File: src/rtl/radix5_pkg.sv
// Shared slot indices, counter type and the saturate-to-DW helper for the radix-5 pre-adder.
// Latency: none (declarations only).
// Backpressure: not applicable.
package radix5_pkg;
  localparam int X0 = 0;
  localparam int X1 = 1;
  localparam int X2 = 2;
  localparam int X3 = 3;
  localparam int X4 = 4;
  localparam int FRAME_LEN = 5;
  localparam int CNT_W = 3;

  typedef logic [CNT_W-1:0] cnt_t;

  // Clamp a sign-extended value to the signed range of a dw-bit word.
  function automatic logic signed [63:0] sat_to_dw(input logic signed [63:0] v, input int dw);
    logic signed [63:0] hi;
    logic signed [63:0] lo;
    hi = (64'sd1 <<< (dw - 1)) - 64'sd1;
    lo = -hi - 64'sd1;
    if (v > hi) return hi;
    if (v < lo) return lo;
    return v;
  endfunction
endpackage

File: src/rtl/radix5_preadd_stream_if.sv
// Sample-in / frame-out bundle of the radix-5 pre-adder; slave = the stage, master = its environment.
// Latency: none (wiring only).
// Backpressure: in_ready/out_ready carry the valid-ready handshakes.
interface radix5_preadd_stream_if #(parameter int DW = 16);
  logic          in_valid;
  logic          in_ready;
  logic          in_sof;
  logic [DW-1:0] in_re;
  logic [DW-1:0] in_img;
  logic          out_valid;
  logic          out_ready;
  logic [DW:0]   out_x0_re;
  logic [DW:0]   out_x0_img;
  logic [DW:0]   out_s14_re;
  logic [DW:0]   out_s14_img;
  logic [DW:0]   out_d14_re;
  logic [DW:0]   out_d14_img;
  logic [DW:0]   out_s23_re;
  logic [DW:0]   out_s23_img;
  logic [DW:0]   out_d23_re;
  logic [DW:0]   out_d23_img;
  logic          sync_err;

  modport master (
    output in_valid, in_sof, in_re, in_img, out_ready,
    input  in_ready, out_valid, sync_err,
    input  out_x0_re, out_x0_img, out_s14_re, out_s14_img, out_d14_re, out_d14_img,
    input  out_s23_re, out_s23_img, out_d23_re, out_d23_img
  );

  modport slave (
    input  in_valid, in_sof, in_re, in_img, out_ready,
    output in_ready, out_valid, sync_err,
    output out_x0_re, out_x0_img, out_s14_re, out_s14_img, out_d14_re, out_d14_img,
    output out_s23_re, out_s23_img, out_d23_re, out_d23_img
  );
endinterface

File: src/rtl/radix5_cplx_addsub.sv
// Complex a+b and a-b at DW+1 bits; RADIX5_SAT_EN clamps both results to the signed DW range.
// Latency: combinational.
// Backpressure: none (no state).
module radix5_cplx_addsub
  import radix5_pkg::*;
#(
  parameter int DW = 16
) (
  input  logic signed [DW-1:0] a_re,
  input  logic signed [DW-1:0] a_img,
  input  logic signed [DW-1:0] b_re,
  input  logic signed [DW-1:0] b_img,
  output logic signed [DW:0]   s_re,
  output logic signed [DW:0]   s_img,
  output logic signed [DW:0]   d_re,
  output logic signed [DW:0]   d_img
);
  logic signed [DW:0] s_re_raw, s_img_raw, d_re_raw, d_img_raw;

  // One guard bit makes every sum/difference of two DW-bit operands exact.
  assign s_re_raw  = {a_re[DW-1], a_re} + {b_re[DW-1], b_re};
  assign s_img_raw = {a_img[DW-1], a_img} + {b_img[DW-1], b_img};
  assign d_re_raw  = {a_re[DW-1], a_re} - {b_re[DW-1], b_re};
  assign d_img_raw = {a_img[DW-1], a_img} - {b_img[DW-1], b_img};

`ifdef RADIX5_SAT_EN
  function automatic logic signed [DW:0] sat(input logic signed [DW:0] v);
    return (DW+1)'(sat_to_dw({{(63-DW){v[DW]}}, v}, DW));
  endfunction

  assign s_re  = sat(s_re_raw);
  assign s_img = sat(s_img_raw);
  assign d_re  = sat(d_re_raw);
  assign d_img = sat(d_img_raw);
`else
  assign s_re  = s_re_raw;
  assign s_img = s_img_raw;
  assign d_re  = d_re_raw;
  assign d_img = d_img_raw;
`endif
endmodule

File: src/rtl/radix5_preadd_stream.sv
// Collects x0..x4 and presents x0, x1+-x4, x2+-x3 as one frame (RADIX5_SAT_EN saturates sums).
// Latency: frame valid the cycle after x4 is accepted; one frame per 5 cycles sustained.
// Backpressure: in_ready drops only at the x4 slot while an undrained frame is held.
module radix5_preadd_stream
  import radix5_pkg::*;
#(
  parameter int DW = 16
) (
  input logic                   clk,
  input logic                   rst,
  radix5_preadd_stream_if.slave io
);
  logic signed [DW-1:0] slot_re_q [4];
  logic signed [DW-1:0] slot_re_d [4];
  logic signed [DW-1:0] slot_img_q[4];
  logic signed [DW-1:0] slot_img_d[4];
  // Result order: 0=x0, 1=s14, 2=d14, 3=s23, 4=d23.
  logic signed [DW:0]   res_re_q  [5];
  logic signed [DW:0]   res_re_d  [5];
  logic signed [DW:0]   res_img_q [5];
  logic signed [DW:0]   res_img_d [5];
  cnt_t                 cnt_q, cnt_d;
  logic                 out_valid_q, out_valid_d;
  logic                 sync_err_q, sync_err_d;
  logic                 in_rdy, in_xfer;
  logic signed [DW:0]   s14_re, s14_img, d14_re, d14_img;
  logic signed [DW:0]   s23_re, s23_img, d23_re, d23_img;

  // x4 is consumed live from the input bus, never stored.
  radix5_cplx_addsub #(.DW(DW)) u_pair14 (
    .a_re(slot_re_q[X1]), .a_img(slot_img_q[X1]), .b_re(io.in_re), .b_img(io.in_img),
    .s_re(s14_re), .s_img(s14_img), .d_re(d14_re), .d_img(d14_img)
  );

  radix5_cplx_addsub #(.DW(DW)) u_pair23 (
    .a_re(slot_re_q[X2]), .a_img(slot_img_q[X2]), .b_re(slot_re_q[X3]), .b_img(slot_img_q[X3]),
    .s_re(s23_re), .s_img(s23_img), .d_re(d23_re), .d_img(d23_img)
  );

  always_comb begin
    in_rdy      = (cnt_q != cnt_t'(X4)) || !out_valid_q || io.out_ready;
    in_xfer     = io.in_valid && in_rdy;
    cnt_d       = cnt_q;
    slot_re_d   = slot_re_q;
    slot_img_d  = slot_img_q;
    res_re_d    = res_re_q;
    res_img_d   = res_img_q;
    out_valid_d = out_valid_q && !io.out_ready;
    sync_err_d  = 1'b0;
    if (in_xfer) begin
      if (io.in_sof && (cnt_q != cnt_t'(X0))) begin
        sync_err_d        = 1'b1;
        slot_re_d[X0]     = io.in_re;
        slot_img_d[X0]    = io.in_img;
        cnt_d             = cnt_t'(X1);
      end else if (cnt_q == cnt_t'(FRAME_LEN - 1)) begin
        res_re_d[0]  = {slot_re_q[X0][DW-1], slot_re_q[X0]};
        res_img_d[0] = {slot_img_q[X0][DW-1], slot_img_q[X0]};
        res_re_d[1]  = s14_re;
        res_img_d[1] = s14_img;
        res_re_d[2]  = d14_re;
        res_img_d[2] = d14_img;
        res_re_d[3]  = s23_re;
        res_img_d[3] = s23_img;
        res_re_d[4]  = d23_re;
        res_img_d[4] = d23_img;
        out_valid_d  = 1'b1;
        cnt_d        = cnt_t'(X0);
      end else begin
        slot_re_d[cnt_q[1:0]]  = io.in_re;
        slot_img_d[cnt_q[1:0]] = io.in_img;
        cnt_d                  = cnt_q + cnt_t'(1);
      end
    end
  end

  always_ff @(posedge clk) begin
    if (rst) begin
      cnt_q       <= cnt_t'(X0);
      out_valid_q <= 1'b0;
      sync_err_q  <= 1'b0;
      for (int i = 0; i < 4; i++) begin
        slot_re_q[i]  <= '0;
        slot_img_q[i] <= '0;
      end
      for (int i = 0; i < 5; i++) begin
        res_re_q[i]  <= '0;
        res_img_q[i] <= '0;
      end
    end else begin
      cnt_q       <= cnt_d;
      out_valid_q <= out_valid_d;
      sync_err_q  <= sync_err_d;
      slot_re_q   <= slot_re_d;
      slot_img_q  <= slot_img_d;
      res_re_q    <= res_re_d;
      res_img_q   <= res_img_d;
    end
  end

  assign io.in_ready    = in_rdy;
  assign io.out_valid   = out_valid_q;
  assign io.sync_err    = sync_err_q;
  assign io.out_x0_re   = res_re_q[0];
  assign io.out_x0_img  = res_img_q[0];
  assign io.out_s14_re  = res_re_q[1];
  assign io.out_s14_img = res_img_q[1];
  assign io.out_d14_re  = res_re_q[2];
  assign io.out_d14_img = res_img_q[2];
  assign io.out_s23_re  = res_re_q[3];
  assign io.out_s23_img = res_img_q[3];
  assign io.out_d23_re  = res_re_q[4];
  assign io.out_d23_img = res_img_q[4];
endmodule
File: src/flat_wrapper.sv
// flat-port wrapper written by rule: the top's interface ports become plain ports
module radix5_preadd_stream_flat import radix5_pkg::*;
#(
  parameter int DW = 16
)
  (clk, rst, io_in_valid, io_in_sof, io_in_re, io_in_img, io_out_ready, io_in_ready, io_out_valid, io_sync_err, io_out_x0_re, io_out_x0_img, io_out_s14_re, io_out_s14_img, io_out_d14_re, io_out_d14_img, io_out_s23_re, io_out_s23_img, io_out_d23_re, io_out_d23_img);
  radix5_preadd_stream_if #(.DW(DW)) io_i ();
  input logic clk;
  input logic rst;
  input wire logic [$bits(io_i.in_valid)-1:0] io_in_valid;
  input wire logic [$bits(io_i.in_sof)-1:0] io_in_sof;
  input wire logic [$bits(io_i.in_re)-1:0] io_in_re;
  input wire logic [$bits(io_i.in_img)-1:0] io_in_img;
  input wire logic [$bits(io_i.out_ready)-1:0] io_out_ready;
  output wire logic [$bits(io_i.in_ready)-1:0] io_in_ready;
  output wire logic [$bits(io_i.out_valid)-1:0] io_out_valid;
  output wire logic [$bits(io_i.sync_err)-1:0] io_sync_err;
  output wire logic [$bits(io_i.out_x0_re)-1:0] io_out_x0_re;
  output wire logic [$bits(io_i.out_x0_img)-1:0] io_out_x0_img;
  output wire logic [$bits(io_i.out_s14_re)-1:0] io_out_s14_re;
  output wire logic [$bits(io_i.out_s14_img)-1:0] io_out_s14_img;
  output wire logic [$bits(io_i.out_d14_re)-1:0] io_out_d14_re;
  output wire logic [$bits(io_i.out_d14_img)-1:0] io_out_d14_img;
  output wire logic [$bits(io_i.out_s23_re)-1:0] io_out_s23_re;
  output wire logic [$bits(io_i.out_s23_img)-1:0] io_out_s23_img;
  output wire logic [$bits(io_i.out_d23_re)-1:0] io_out_d23_re;
  output wire logic [$bits(io_i.out_d23_img)-1:0] io_out_d23_img;
  assign io_i.in_valid = io_in_valid;
  assign io_i.in_sof = io_in_sof;
  assign io_i.in_re = io_in_re;
  assign io_i.in_img = io_in_img;
  assign io_i.out_ready = io_out_ready;
  assign io_in_ready = io_i.in_ready;
  assign io_out_valid = io_i.out_valid;
  assign io_sync_err = io_i.sync_err;
  assign io_out_x0_re = io_i.out_x0_re;
  assign io_out_x0_img = io_i.out_x0_img;
  assign io_out_s14_re = io_i.out_s14_re;
  assign io_out_s14_img = io_i.out_s14_img;
  assign io_out_d14_re = io_i.out_d14_re;
  assign io_out_d14_img = io_i.out_d14_img;
  assign io_out_s23_re = io_i.out_s23_re;
  assign io_out_s23_img = io_i.out_s23_img;
  assign io_out_d23_re = io_i.out_d23_re;
  assign io_out_d23_img = io_i.out_d23_img;
  radix5_preadd_stream #(.DW(DW)) u_core (.clk(clk), .rst(rst), .io(io_i));
endmodule
File: config.mk
export PLATFORM = sky130hd
export DESIGN_NAME = radix5_preadd_stream_flat
export DESIGN_NICKNAME = d
export VERILOG_FILES = /design/src/rtl/radix5_pkg.sv /design/src/rtl/radix5_preadd_stream_if.sv /design/src/rtl/radix5_cplx_addsub.sv /design/src/rtl/radix5_preadd_stream.sv /design/src/flat_wrapper.sv
export SDC_FILE = /design/constraint.sdc
export NUM_CORES = 1
export LEC_CHECK = 0
export BUFFER_PORTS_ARGS = -buffer_cell sky130_fd_sc_hd__buf_4
export CORE_MARGIN = 2
export CORE_UTILIZATION = 30
export DETAILED_ROUTE_END_ITERATION = 10
export PLACE_DENSITY_LB_ADDON = 0.2
export SYNTH_ARGS = -nofsm -noshare
export SYNTH_HDL_FRONTEND = slang
export SYNTH_SLANG_ARGS = --single-unit
File: constraint.sdc
create_clock -name clk -period 6.2 [get_ports clk]
set_clock_uncertainty 0.1 [all_clocks]
set_input_delay 0.62 -clock clk [delete_from_list [all_inputs] [get_ports clk]]
set_output_delay 0.62 -clock clk [all_outputs]
set_load 0.01 [all_outputs]
Yosys cells after proc, flatten, opt, wreduce, memory -nomap -nowiden
Index checks and enable logic that the tools add are counted.

cells by class
  magnitude comparators = 2
  bitwise gates (word level) = 4
  equality and inequality tests = 3
  mux-type cells = 14
  reduce and logical (&&, ||, !) cells = 13
  add/sub/neg operators = 9

operator list
  kind                                                                          count
  64-bit bitwise mux                                                            2
  64-bit 2-to-1 mux                                                             2
  16-bit by 16-bit adder with 17-bit output                                     4
  16-bit by 16-bit subtractor with 17-bit output                                4
  16-bit 2-to-1 mux                                                             3
  16-bit demux with 2-bit select                                                1
  3-bit 2-to-1 mux                                                              2
  3-bit AND reduction                                                           2
  1-bit logical AND                                                             4
  1-bit 2-to-1 mux                                                              4
  3-bit by 1-bit adder with 3-bit output, second input constant                 1
  3-bit equality test, second input constant                                    1
  3-bit >= comparator, second input constant                                    1
  3-bit by 1-bit less-than comparator with 1-bit output, second input constant  1
  3-bit != test, second input constant                                          1
  1-bit inverter                                                                3
  2-bit inverter with 3-bit output                                              1
  3-bit nonzero test                                                            1
  1-bit zero test                                                               2
  1-bit logical OR                                                              2
  2-bit by 1-bit != test with 1-bit output, second input constant               1
  2-bit AND reduction                                                           1
  2-bit OR reduction                                                            1

word-level totals
  flip-flop bits (word level) = 301
  word-level logic and storage cells = 66
  output and inout port bits = 173
  input port bits = 37

Longest topological paths before layout
Gate-level depths: netlist (run 1).

  depth after elaboration = 8
  mapped depth = 11
  mapped depth without buffers = 11

Cells and area by module
From an unflattened synthesis (run 1), not the netlist that was laid out.

unflattened totals
  cell total of the unflattened synthesis = 2,208
  area total of the unflattened synthesis = 18,298.8 um^2

by module, submodules not included
  module                                 area an instance (um^2)  instances  sequential area each (um^2)  cells each
  radix5_preadd_stream                   11,686.2                 1          6,025.8                      1,255
  radix5_cplx_addsub at u_core.u_pair14  3,410.8                  1          0.0                          489
  radix5_cplx_addsub at u_core.u_pair23  3,201.8                  1          0.0                          464

Least setup slack after synthesis (run 1)
OpenSTA, ideal clock, no wires.

  path kind = input-to-reg
  from = input io_in_img[0]
  to = register u_core.res_img_q, in the netlist u_core.io.out_d14_img[16]
  arrival = 2.493 ns
  required time = 5.983 ns
  setup slack = 3.489 ns
  buffers on the path = 0
  library setup time = 0.117 ns
  stages = 9
  cells stage by stage = ha_1 fa_1 nand2b_1 a21oi_1 nor2b_1 o41ai_1 o41a_2 nand3_1 a32o_1

on the way
  cells in the longest elaborated chain, start to end = 1

ends and longest elaborated chain
  element                                         RTL line                    RTL
  start, declared                                 flat_wrapper.sv:13          input wire logic [$bits(io_i.in_img)-1:0] io_in_img;
  16-bit by 16-bit subtractor with 17-bit output  radix5_cplx_addsub.sv:24    assign d_img_raw = {a_img[DW-1], a_img} - {b_img[DW-1], b_img};
  end signal, assigned                            radix5_preadd_stream.sv:97  res_img_q <= res_img_d;
  end, declared                                   radix5_preadd_stream.sv:20  logic signed [DW:0] res_img_q [5];

Every way passes these cells.
A chain may end at the register's enable or synchronous reset.

Final worst setup path (run 1)
  from = register u_core.cnt_q[0]
  to = register u_core.res_img_q, in the netlist u_core.io.out_s14_img[7]

on the way
  cells in the longest elaborated chain, start to end = 5
  elaborated cells on any way between the ends = 9
  those cells by class = eq/ne (2); bitwise (1); reduce/logical (6)

ends and longest elaborated chain
  element                                   RTL line                    RTL
  start, declared                           radix5_preadd_stream.sv:22  cnt_t cnt_q, cnt_d;
  start signal, assigned                    radix5_preadd_stream.sv:79  cnt_q <= cnt_t'(X0);
  start signal, assigned                    radix5_preadd_stream.sv:91  cnt_q <= cnt_d;
  3-bit != test                             radix5_preadd_stream.sv:41  in_rdy = (cnt_q != cnt_t'(X4)) || !out_valid_q || io.out_ready;
  1-bit logical OR (2 in a row)             radix5_preadd_stream.sv:41
  1-bit logical AND                         radix5_preadd_stream.sv:42  in_xfer = io.in_valid && in_rdy;
  3-bit AND reduction (no source line) (*)  -

Mark *: on every way between the ends. The rest lies on a longest branch, timed or not.

==> results of run 1 <==
==> flip-flops by register name, summed over array words and instances, names as in the netlist, 17 cells and up <==
signal                 count
u_core.io.out_d14_re      17
u_core.io.out_d14_img     17
u_core.slot_img_q         64
u_core.io.out_d23_img     17
u_core.slot_re_q          64
u_core.io.out_s23_re      17
==> routing by layer <==
layer / vias up / GRT usage / wire, µm
li1: 7351 / - / -
met1: 6789 / 0.249 / 25400
met2: 306 / 0.278 / 22600
met3: 60 / 0.0375 / 2690
met4: 0 / 0.0510 / 1160
met5: - / 0 / 0
==> worst min-delay path, delay by kind of cell <==
kind	cells	cell delay, ns
buffers and inverters	1	0.14
AND/OR/NAND/NOR	1	0.06
AO/OA/AOI/OAI	1	0.05
==> area by class of cell <==
| cell class | instances | area, µm² | area share |
|---|---|---|---|
| well taps | 696 | 871 | 0.0446 |
| repair buffers | 223 | 1690 | 0.0867 |
| flip-flops and latches | 297 | 5950 | 0.304 |
| clock buffers | 46 | 1010 | 0.0517 |
| inverters | 125 | 469 | 0.0240 |
| diodes | 2 | 5.00 | 0.000256 |
| multi-input cells | 1562 | 9260 | 0.474 |
| clock inverters | 16 | 274 | 0.0140 |
==> metrics by stage <==
stage          area (µm²)  hold WS [ns]   util  worst slack (ns)
5_1_grt             19500         0.257  0.364              2.91
6_report            19500         0.276  0.364              3.16
2_1_floorplan       16300         0.332      -              3.49
4_1_cts             19500         0.244  0.363              3.15
3_3_place_gp        18200         0.341  0.340              2.82
3_5_place_dp        18200         0.347  0.340              2.84
==> power breakdown <==
group	leakage (nW)	internal [mW]	switching, mW
Sequential	2.40	1.94	0.0201
Combinational	4.84	0.164	0.299
Clock	0.635	1.44	0.864
==> layout by cell type, fill, tap and decap left out, types with 26 or more instances in the layout <==
master                        n
sky130_fd_sc_hd__a211oi_1    39
sky130_fd_sc_hd__inv_1      125
sky130_fd_sc_hd__xnor2_1     69
sky130_fd_sc_hd__a21oi_1    314
sky130_fd_sc_hd__ha_1       132
sky130_fd_sc_hd__buf_4      221
sky130_fd_sc_hd__clkbuf_16   37
sky130_fd_sc_hd__dfxtp_1    297
sky130_fd_sc_hd__nand2_1    472
sky130_fd_sc_hd__nor2_1     138
sky130_fd_sc_hd__nor3_1      26
sky130_fd_sc_hd__o21ai_0     82
==> worst max-delay path by stage <==
stage                                       from  cells after the start                                      to  slack (ns)
floorplan                           io_in_img[0]                      9  u_core.io.out_d14_img[16]$_SDFFE_PP0P_        3.49
global placement                    io_out_ready                      7  u_core.io.out_s23_img[15]$_SDFFE_PP0P_        2.82
detailed placement                  io_out_ready                      7  u_core.io.out_s23_img[15]$_SDFFE_PP0P_        2.84
CTS                 u_core.cnt_q[0]$_SDFFE_PP0N_                      8    u_core.io.out_s23_re[3]$_SDFFE_PP0P_        3.15
global route        u_core.cnt_q[0]$_SDFFE_PP0N_                      8    u_core.io.out_s14_re[5]$_SDFFE_PP0P_        2.91
finish              u_core.cnt_q[0]$_SDFFE_PP0N_                      8   u_core.io.out_s14_img[7]$_SDFFE_PP0P_        3.16
==> cell families after synthesis <==
| kind of cell | count (synthesis) | share of synthesized area |
|---|---|---|
| and+or+nand+nor | 763 | 0.198 |
| adders and majority gates | 140 | 0.111 |
| muxes | 3 | 0.00192 |
| buffers and inverters | 269 | 0.0675 |
| xor gates and xnor gates | 88 | 0.0473 |
| DFF | 297 | 0.365 |
| AOI/OAI and AO/OA | 568 | 0.209 |
==> summary.log, run 1 <==
[worst_setup_path] Critical Setup Path Class register to register
[route] initial DRC count 825
[clock_tree] TritonCTS sink count 297
[worst_hold_path] Min-Delay Path Class input port to register
[grt] first-pass GRT wire length 79500 µm
[power] maximum ir drop on the vdd rail 0.153 mV
[worst_setup_path] cell type group with the largest total delay on the critical path buffers and inverters
[synth] number of flops mapped to enable cells by yosys 0
[timing] portion of the clock cycle consumed by the worst path in the final layout 0.491
[worst_setup_path] length in cells of the worst reg-to-reg path 8
[floorplanning] Vert. Die Dim 237 µm
[clock_tree] clock transition at the register clock pins on the worst setup and hold paths after CTS 0.06 ns
[clock_tree] quantity of gates resized following cts 0
[worst_setup_path] WP data required 6.55 ns
[timing] tightest slew margin relative to the limit 0.308
[grt] antenna violations before repair 2
[synth] sequential area share after synthesis 0.365
[grt] Overall Global Routing Usage 0.179
[clock_tree] root buffer cell sky130_fd_sc_hd__clkbuf_16
[timing] aggregate negative setup slack 0 ns
[route] routed wire length 51900 µm
[floorplanning] die area 0.0562 mm²
[route] antenna-violating nets left 0
[cells_and_area] layout net count 2422
[worst_hold_path] hold path endpoint u_core.slot_re_q[40]$_SDFFE_PP0P_
[placement] DP Cell Count 2903
[clock_tree] buffers inserted during post-CTS setup optimization 0
[timing] number of hold violations in the final report 0
[cells_and_area] number of fill cells 5583
[worst_setup_path] CP max FO 92
[worst_setup_path] count of buffering cells on the critical path with inverters included 3
[synth] top-count cell post-synth sky130_fd_sc_hd__nand2_1
[route] vias per inst 4.89
[synth] Synth Net Count 2305
[synth] average cell area after synthesis 7.65 µm²
[grt] maximum number of pins on one net before global-route repair 93
[run] number of max-cap violations 0
[clock_tree] TritonCTS clock tree yes
[power] power density cells 242 mW/mm²
[synth] library cell occupying the most area in the post-synthesis netlist sky130_fd_sc_hd__dfxtp_1
[clock_tree] number of H-tree branching levels 2
[synth] most used standard cells in the synthesized netlist sky130_fd_sc_hd__nand2_1 (472), sky130_fd_sc_hd__a21oi_1 (314), sky130_fd_sc_hd__dfxtp_1 (297)
[floorplanning] DIE WIDTH 237 µm
[worst_setup_path] standard cell with the maximum stage delay on the critical path sky130_fd_sc_hd__buf_4
[grt] total global routing overflow 0
[worst_setup_path] CP Capture Type register
[worst_setup_path] Reg-to-Reg End u_core.io.out_s14_img[7]$_SDFFE_PP0P_
[synth] count of state elements after synthesis 297
[worst_setup_path] most numerous cell on the critical path sky130_fd_sc_hd__nand2_1
[floorplanning] effective utilization at floorplan 0.303
[synth] share of synthesized registers carrying an async set or reset 0
[power] Overall Power 4.73 mW
[timing] Final Max Slew Viols 0
[clock_tree] Max clock buf depth 3
[synth] Synth warnings 0
[placement] number of port buffers 209
[timing] achievable clock frequency 329 MHz
[timing] unrepaired setup endpoints after global routing false
[floorplanning] core footprint 0.0537 mm²
[route] detailed-router iteration count before antenna repair 5
[worst_hold_path] depth of the worst hold-timing path 3
[floorplanning] IO Pins 210
[cells_and_area] ratio of cells with drive above 1 in the final layout 0.137
[timing] Final setup viols 0
[cells_and_area] synthesis-to-layout area growth 19.9%
[clock_tree] Hold-fix buffers, CTS 0
[worst_setup_path] Critical Path Max Stage Delay 0.79 ns
[worst_setup_path] reg2reg setup slack 3.16 ns
[grt] vias in the first global route 13800
[route] routed length per placed instance 17.5 µm
[route] total via count in the routed design 14500
[worst_hold_path] start point of the worst min-delay path io_in_re[8]
[worst_setup_path] launch instance of the worst register-to-register path u_core.cnt_q[0]$_SDFFE_PP0N_
[synth] Cells after Synth 2128
[synth] Netlist Area Pre-Place 0.0163 mm²
[synth] prevailing post-synth register cell sky130_fd_sc_hd__dfxtp_1
[synth] cell types with the largest area share after synthesis sky130_fd_sc_hd__dfxtp_1 (37%), sky130_fd_sc_hd__nand2_1 (11%), sky130_fd_sc_hd__ha_1 (10%)
[floorplanning] Rows 85
[worst_setup_path] ordered cell list for the critical path inv_1 > ha_1 > nand2_1 > nor4b_4 > buf_12 > buf_4 > nand2_1 > a21oi_1
[placement] placer congestion estimate 0.873
[timing] min Tclk post-route 3.04 ns
[timing] Least-Margin Pin Slew 1.04 ns
[synth] post-synth top area share 0.365
[cells_and_area] Finished Layout Cells 2967
[placement] placed wire-length estimate after detailed placement 37600 µm
[clock_tree] number of buffers added by the clock tree synthesis step 36
[power] Lkg Pwr 7.87 nW
[status] result of the run complete, no violations
[route] DR DRC count 0
[clock_tree] insertion delay to the later sink of the worst-skew pair 0.54 ns
[worst_setup_path] startpoint type of the worst setup path register
[worst_setup_path] CP Data Arrival Time 3.39 ns
[synth] Unique masters post-synth 80
Power figures use the tool's default switching activity.
==> run 2: changes to the inputs <==
--- a/config.mk
+++ b/config.mk
@@ -5,6 +5,7 @@
 export SDC_FILE = /design/constraint.sdc
 export NUM_CORES = 1
 export LEC_CHECK = 0
+export ABC_AREA = 1
 export BUFFER_PORTS_ARGS = -buffer_cell sky130_fd_sc_hd__buf_4
 export CORE_MARGIN = 2
 export CORE_UTILIZATION = 30
==> constraint.sdc (replaced) <==
create_clock -name clk -period 2.6 [get_ports clk]
set_clock_uncertainty 0.1 [all_clocks]
set_input_delay 0.26 -clock clk [delete_from_list [all_inputs] [get_ports clk]]
set_output_delay 0.26 -clock clk [all_outputs]
set_load 0.01 [all_outputs]
==> run 2 against run 1 <==
Against the previous run: largest power group unchanged; global-route usage increased by 1.5 points; cell count increased by 25%; clock-buffer cell count increased by 4; flip-flop and latch count unchanged; highest routed layer unchanged.
==> summary.log, run 2 <==
[worst_setup_path] crit path launch u_core.slot_img_q[16]$_SDFFE_PP0P_
[cells_and_area] Finished Layout Cells 3707 [+25%]
[power] maximum ir drop on the vdd rail 0.341 mV [+120%]
[worst_setup_path] launch instance of the worst register-to-register path u_core.slot_img_q[16]$_SDFFE_PP0P_
[floorplanning] core footprint 0.0591 mm² [+10%]
[synth] count of state elements after synthesis 297 [unchanged]
[placement] placer congestion estimate 0.880 [+0.84%]
[synth] library cell occupying the most area in the post-synthesis netlist sky130_fd_sc_hd__dfxtp_1
[worst_setup_path] ordered cell list for the critical path inv_1 > ha_1 > fa_1 > inv_1 > nand2_1 > nand2_1 > nand2_1 > o21bai_1 > nand2_1 > nand3_1 > nand3_1 > nand2_1 > inv_1
[cells_and_area] Antenna Cells 0 [-2]
[clock_tree] buffers inserted during post-CTS setup optimization 0 [unchanged]
[timing] Final setup viols 0 [unchanged]
[clock_tree] clock transition at the register clock pins on the worst setup and hold paths after CTS 0.06 ns [about the same]
[placement] placed wire-length estimate after detailed placement 47600 µm [+26%]
[worst_setup_path] CP max FO 3 [-97%]
[cells_and_area] Sequential Area 0.00595 mm² [unchanged]
[clock_tree] Max clock buf depth 3 [unchanged]
[floorplanning] Rows 89 [+4.7%]
[synth] top-count cell post-synth sky130_fd_sc_hd__nand2_1
[floorplanning] IO Pins 210 [unchanged]
[clock_tree] number of H-tree branching levels 2 [unchanged]
[timing] achievable clock frequency 409 MHz [+24%]
[route] antenna-violating nets left 0 [unchanged]
[synth] Unique masters post-synth 32 [-60%]
[synth] adder-cell share of the synthesized area 0.101 [-0.0104]
[grt] vias in the first global route 16300 [+18%]
[synth] most used standard cells in the synthesized netlist sky130_fd_sc_hd__nand2_1 (640), sky130_fd_sc_hd__inv_1 (473), sky130_fd_sc_hd__a21oi_1 (297), sky130_fd_sc_hd__dfxtp_1 (297), sky130_fd_sc_hd__o21ai_0 (223)
[synth] share of synthesized registers carrying an async set or reset 0 [unchanged]
[timing] Final Max Slew Viols 0 [unchanged]
[worst_setup_path] CP Capture Type register
[timing] aggregate negative setup slack 0 ns [unchanged]
[floorplanning] DIE WIDTH 249 µm [+5.0%]
[worst_setup_path] Critical Setup Path Class register to register
[worst_setup_path] count of buffering cells on the critical path with inverters included 3 [unchanged]
[grt] maximum number of pins on one net before global-route repair 87 [-6.5%]
[timing] number of hold violations in the final report 0 [unchanged]
[synth] Synth Net Count 2897 [+26%]
[synth] Netlist Area Pre-Place 0.0180 mm² [+10%]
[clock_tree] insertion delay to the later sink of the worst-skew pair 0.56 ns [+0.02 ns]
[power] power density cells 555 mW/mm² [+130%]
[timing] unrepaired setup endpoints after global routing false
[route] routed wire length 62000 µm [+20%]
[worst_hold_path] start point of the worst min-delay path u_core.slot_re_q[49]$_SDFFE_PP0P_
[status] result of the run complete, no violations
[route] routed length per placed instance 16.7 µm [-4.4%]
[synth] post-synth top area share 0.331 [-0.0342]
[floorplanning] die area 0.0619 mm² [+10%]
[grt] antenna violations before repair 2 [unchanged]
[timing] min Tclk post-route 2.44 ns [-0.597 ns]
[grt] Overall Global Routing Usage 0.194 [+0.0151]
[synth] cell types with the largest area share after synthesis sky130_fd_sc_hd__dfxtp_1 (33%), sky130_fd_sc_hd__nand2_1 (13%), sky130_fd_sc_hd__inv_1 (9.9%)
[route] initial DRC count 1357 [+64%]
[route] detailed-router iteration count before antenna repair 7 [+2]
[synth] share of the synthesized area in compound gates (AO/OA/AOI/OAI) 0.189 [-0.0203]
[timing] portion of the clock cycle consumed by the worst path in the final layout 0.940 [+0.450]
[cells_and_area] ratio of cells with drive above 1 in the final layout 0.110 [-0.0270]
[cells_and_area] layout net count 3082 [+27%]
[synth] number of flops mapped to enable cells by yosys 0 [unchanged]
[cells_and_area] number of fill cells 6326 [+13%]
[timing] Least-Margin Pin Slew 0.663 ns [-0.375 ns]
[clock_tree] root buffer cell sky130_fd_sc_hd__clkbuf_16
[route] DR DRC count 0 [unchanged]
[synth] prevailing post-synth register cell sky130_fd_sc_hd__dfxtp_1
[grt] first-pass GRT wire length 94700 µm [+19%]
[cells_and_area] synthesis-to-layout area growth 22.1%
[clock_tree] TritonCTS sink count 297 [unchanged]
[clock_tree] TritonCTS clock tree yes
[route] vias per inst 4.72 [-3.5%]
[synth] Post-Synth XOR/XNOR Area 0.0156 [-0.0317]
[worst_setup_path] WP data required 2.95 ns [-3.60 ns]
[worst_setup_path] startpoint type of the worst setup path register
[power] Lkg Pwr 11.6 nW [+47%]
[timing] tightest slew margin relative to the limit 0.558 [+0.250]
[floorplanning] effective utilization at floorplan 0.304 [+0.000671]
[worst_setup_path] most numerous cell on the critical path sky130_fd_sc_hd__nand2_1
[worst_hold_path] Min-Delay Path Class register to register
[synth] sequential area share after synthesis 0.331 [-0.0342]
[synth] fraction of the mapped netlist area in simple logic gates 0.230 [+0.0322]
[worst_setup_path] Critical Path Max Stage Delay 0.42 ns [-0.37 ns]
[synth] share of synthesized area spent on multiplexers 0 [-0.00192]
[run] number of max-cap violations 0 [unchanged]
[synth] Cells after Synth 2720 [+28%]
[grt] total global routing overflow 0 [unchanged]
[placement] DP Cell Count 3601 [+24%]
[cells_and_area] top flop regs u_core.slot_img_q: 64 flops, u_core.slot_re_q: 64 flops
[floorplanning] Vert. Die Dim 249 µm [+5.0%]
[worst_setup_path] standard cell with the maximum stage delay on the critical path sky130_fd_sc_hd__fa_1
[worst_setup_path] CP Data Arrival Time 2.79 ns [-0.60 ns]
[route] total via count in the routed design 17500 [+21%]
[cells_and_area] leading cell type in the layout, fill and taps excluded sky130_fd_sc_hd__nand2_1
[worst_setup_path] cell type group with the largest total delay on the critical path simple AND/OR/NAND/NOR gates
[cells_and_area] commonest cells after routing, fill and taps aside sky130_fd_sc_hd__nand2_1 (640), sky130_fd_sc_hd__inv_1 (473), sky130_fd_sc_hd__a21oi_1 (297), sky130_fd_sc_hd__dfxtp_1 (297), sky130_fd_sc_hd__buf_4 (226)
[synth] average cell area after synthesis 6.61 µm² [-14%]
[placement] number of port buffers 209 [unchanged]
[clock_tree] number of buffers added by the clock tree synthesis step 38 [+5.6%]
[synth] main combinational cell family by area after synthesis simple AND/OR/NAND/NOR gates
[synth] Synth warnings 0 [unchanged]
[cells_and_area] area taken by multi-input logic gates 0.00963 mm² [+4.0%]
==> run 2: worst paths after layout <==
check                                      endpoint  slack (ns)  cells after the start
max          u_core.io.out_d23_img[10]$_SDFFE_PP0P_        0.16                     13
min             u_core.io.out_x0_re[1]$_SDFFE_PP0P_        0.35                      2
max reg2reg  u_core.io.out_d23_img[10]$_SDFFE_PP0P_        0.16                     13
min reg2reg     u_core.io.out_x0_re[1]$_SDFFE_PP0P_        0.35                      2
==> run 2: layout make-up <==
| class | instances | share of cell area |
|---|---|---|
| well taps | 773 | 0.0441 |
| clock buffers | 50 | 0.0472 |
| inverters | 479 | 0.0826 |
| flip-flops and latches | 297 | 0.271 |
| clock inverters | 19 | 0.00906 |
| repair buffers | 277 | 0.108 |
| multi-input cells | 1812 | 0.439 |
==> run 2: where the power goes <==
part | internal (mW) | total [mW] | switching, mW | leakage, nW
Sequential | 4.68 | 4.76 | 0.0761 | 2.41
Clock | 3.12 | 5.29 | 2.16 | 0.612
Combinational | 0.697 | 2.14 | 1.44 | 8.58
==> run 2: layer usage <==
layer | track usage | share of wire | vias up
li1 | - | - | 8941
met1 | 0.304 | 0.53 | 8044
met2 | 0.274 | 0.40 | 442
met3 | 0.0308 | 0.056 | 64
met4 | 0.0412 | 0.017 | 0
met5 | 0 | 0 | -
==> run 2: per-stage QoR <==
step | total power [mW] | setup WS [ns] | utilization | hold slack [ns] | instance area (µm²)
detailed placement | 6.91 | 0.203 | 0.344 | 0.345 | 20300
finish | 12.2 | 0.155 | 0.371 | 0.352 | 21900
global route | 12.8 | 0.0108 | 0.371 | 0.374 | 21900
floorplan | 6.21 | 0.588 | - | 0.327 | 18000
global placement | 6.90 | 0.279 | 0.344 | 0.335 | 20300
CTS | 12.3 | 0.172 | 0.371 | 0.354 | 21900
==> run 2: repair_timing <==
item	CTS	global route
endpoints found under the setup margin	0	1
hold buffers	36	0
gates resized for setup	0	2
hold endpoints to repair	129	0
==> run 2: worst min-delay path, delay by kind of cell (launching register included) <==
family,cells,cell delay (ns)
DFF,1,0.29
AOI/OAI and AO/OA,1,0.05
buffers and inverters,1,0.06
==> run 2: cell families after synthesis <==
group / Yosys count
fa+ha+maj: 140
simple gates: 1011
buf+inv: 611
compound gates: 629
flops: 297
xor+xnor: 32
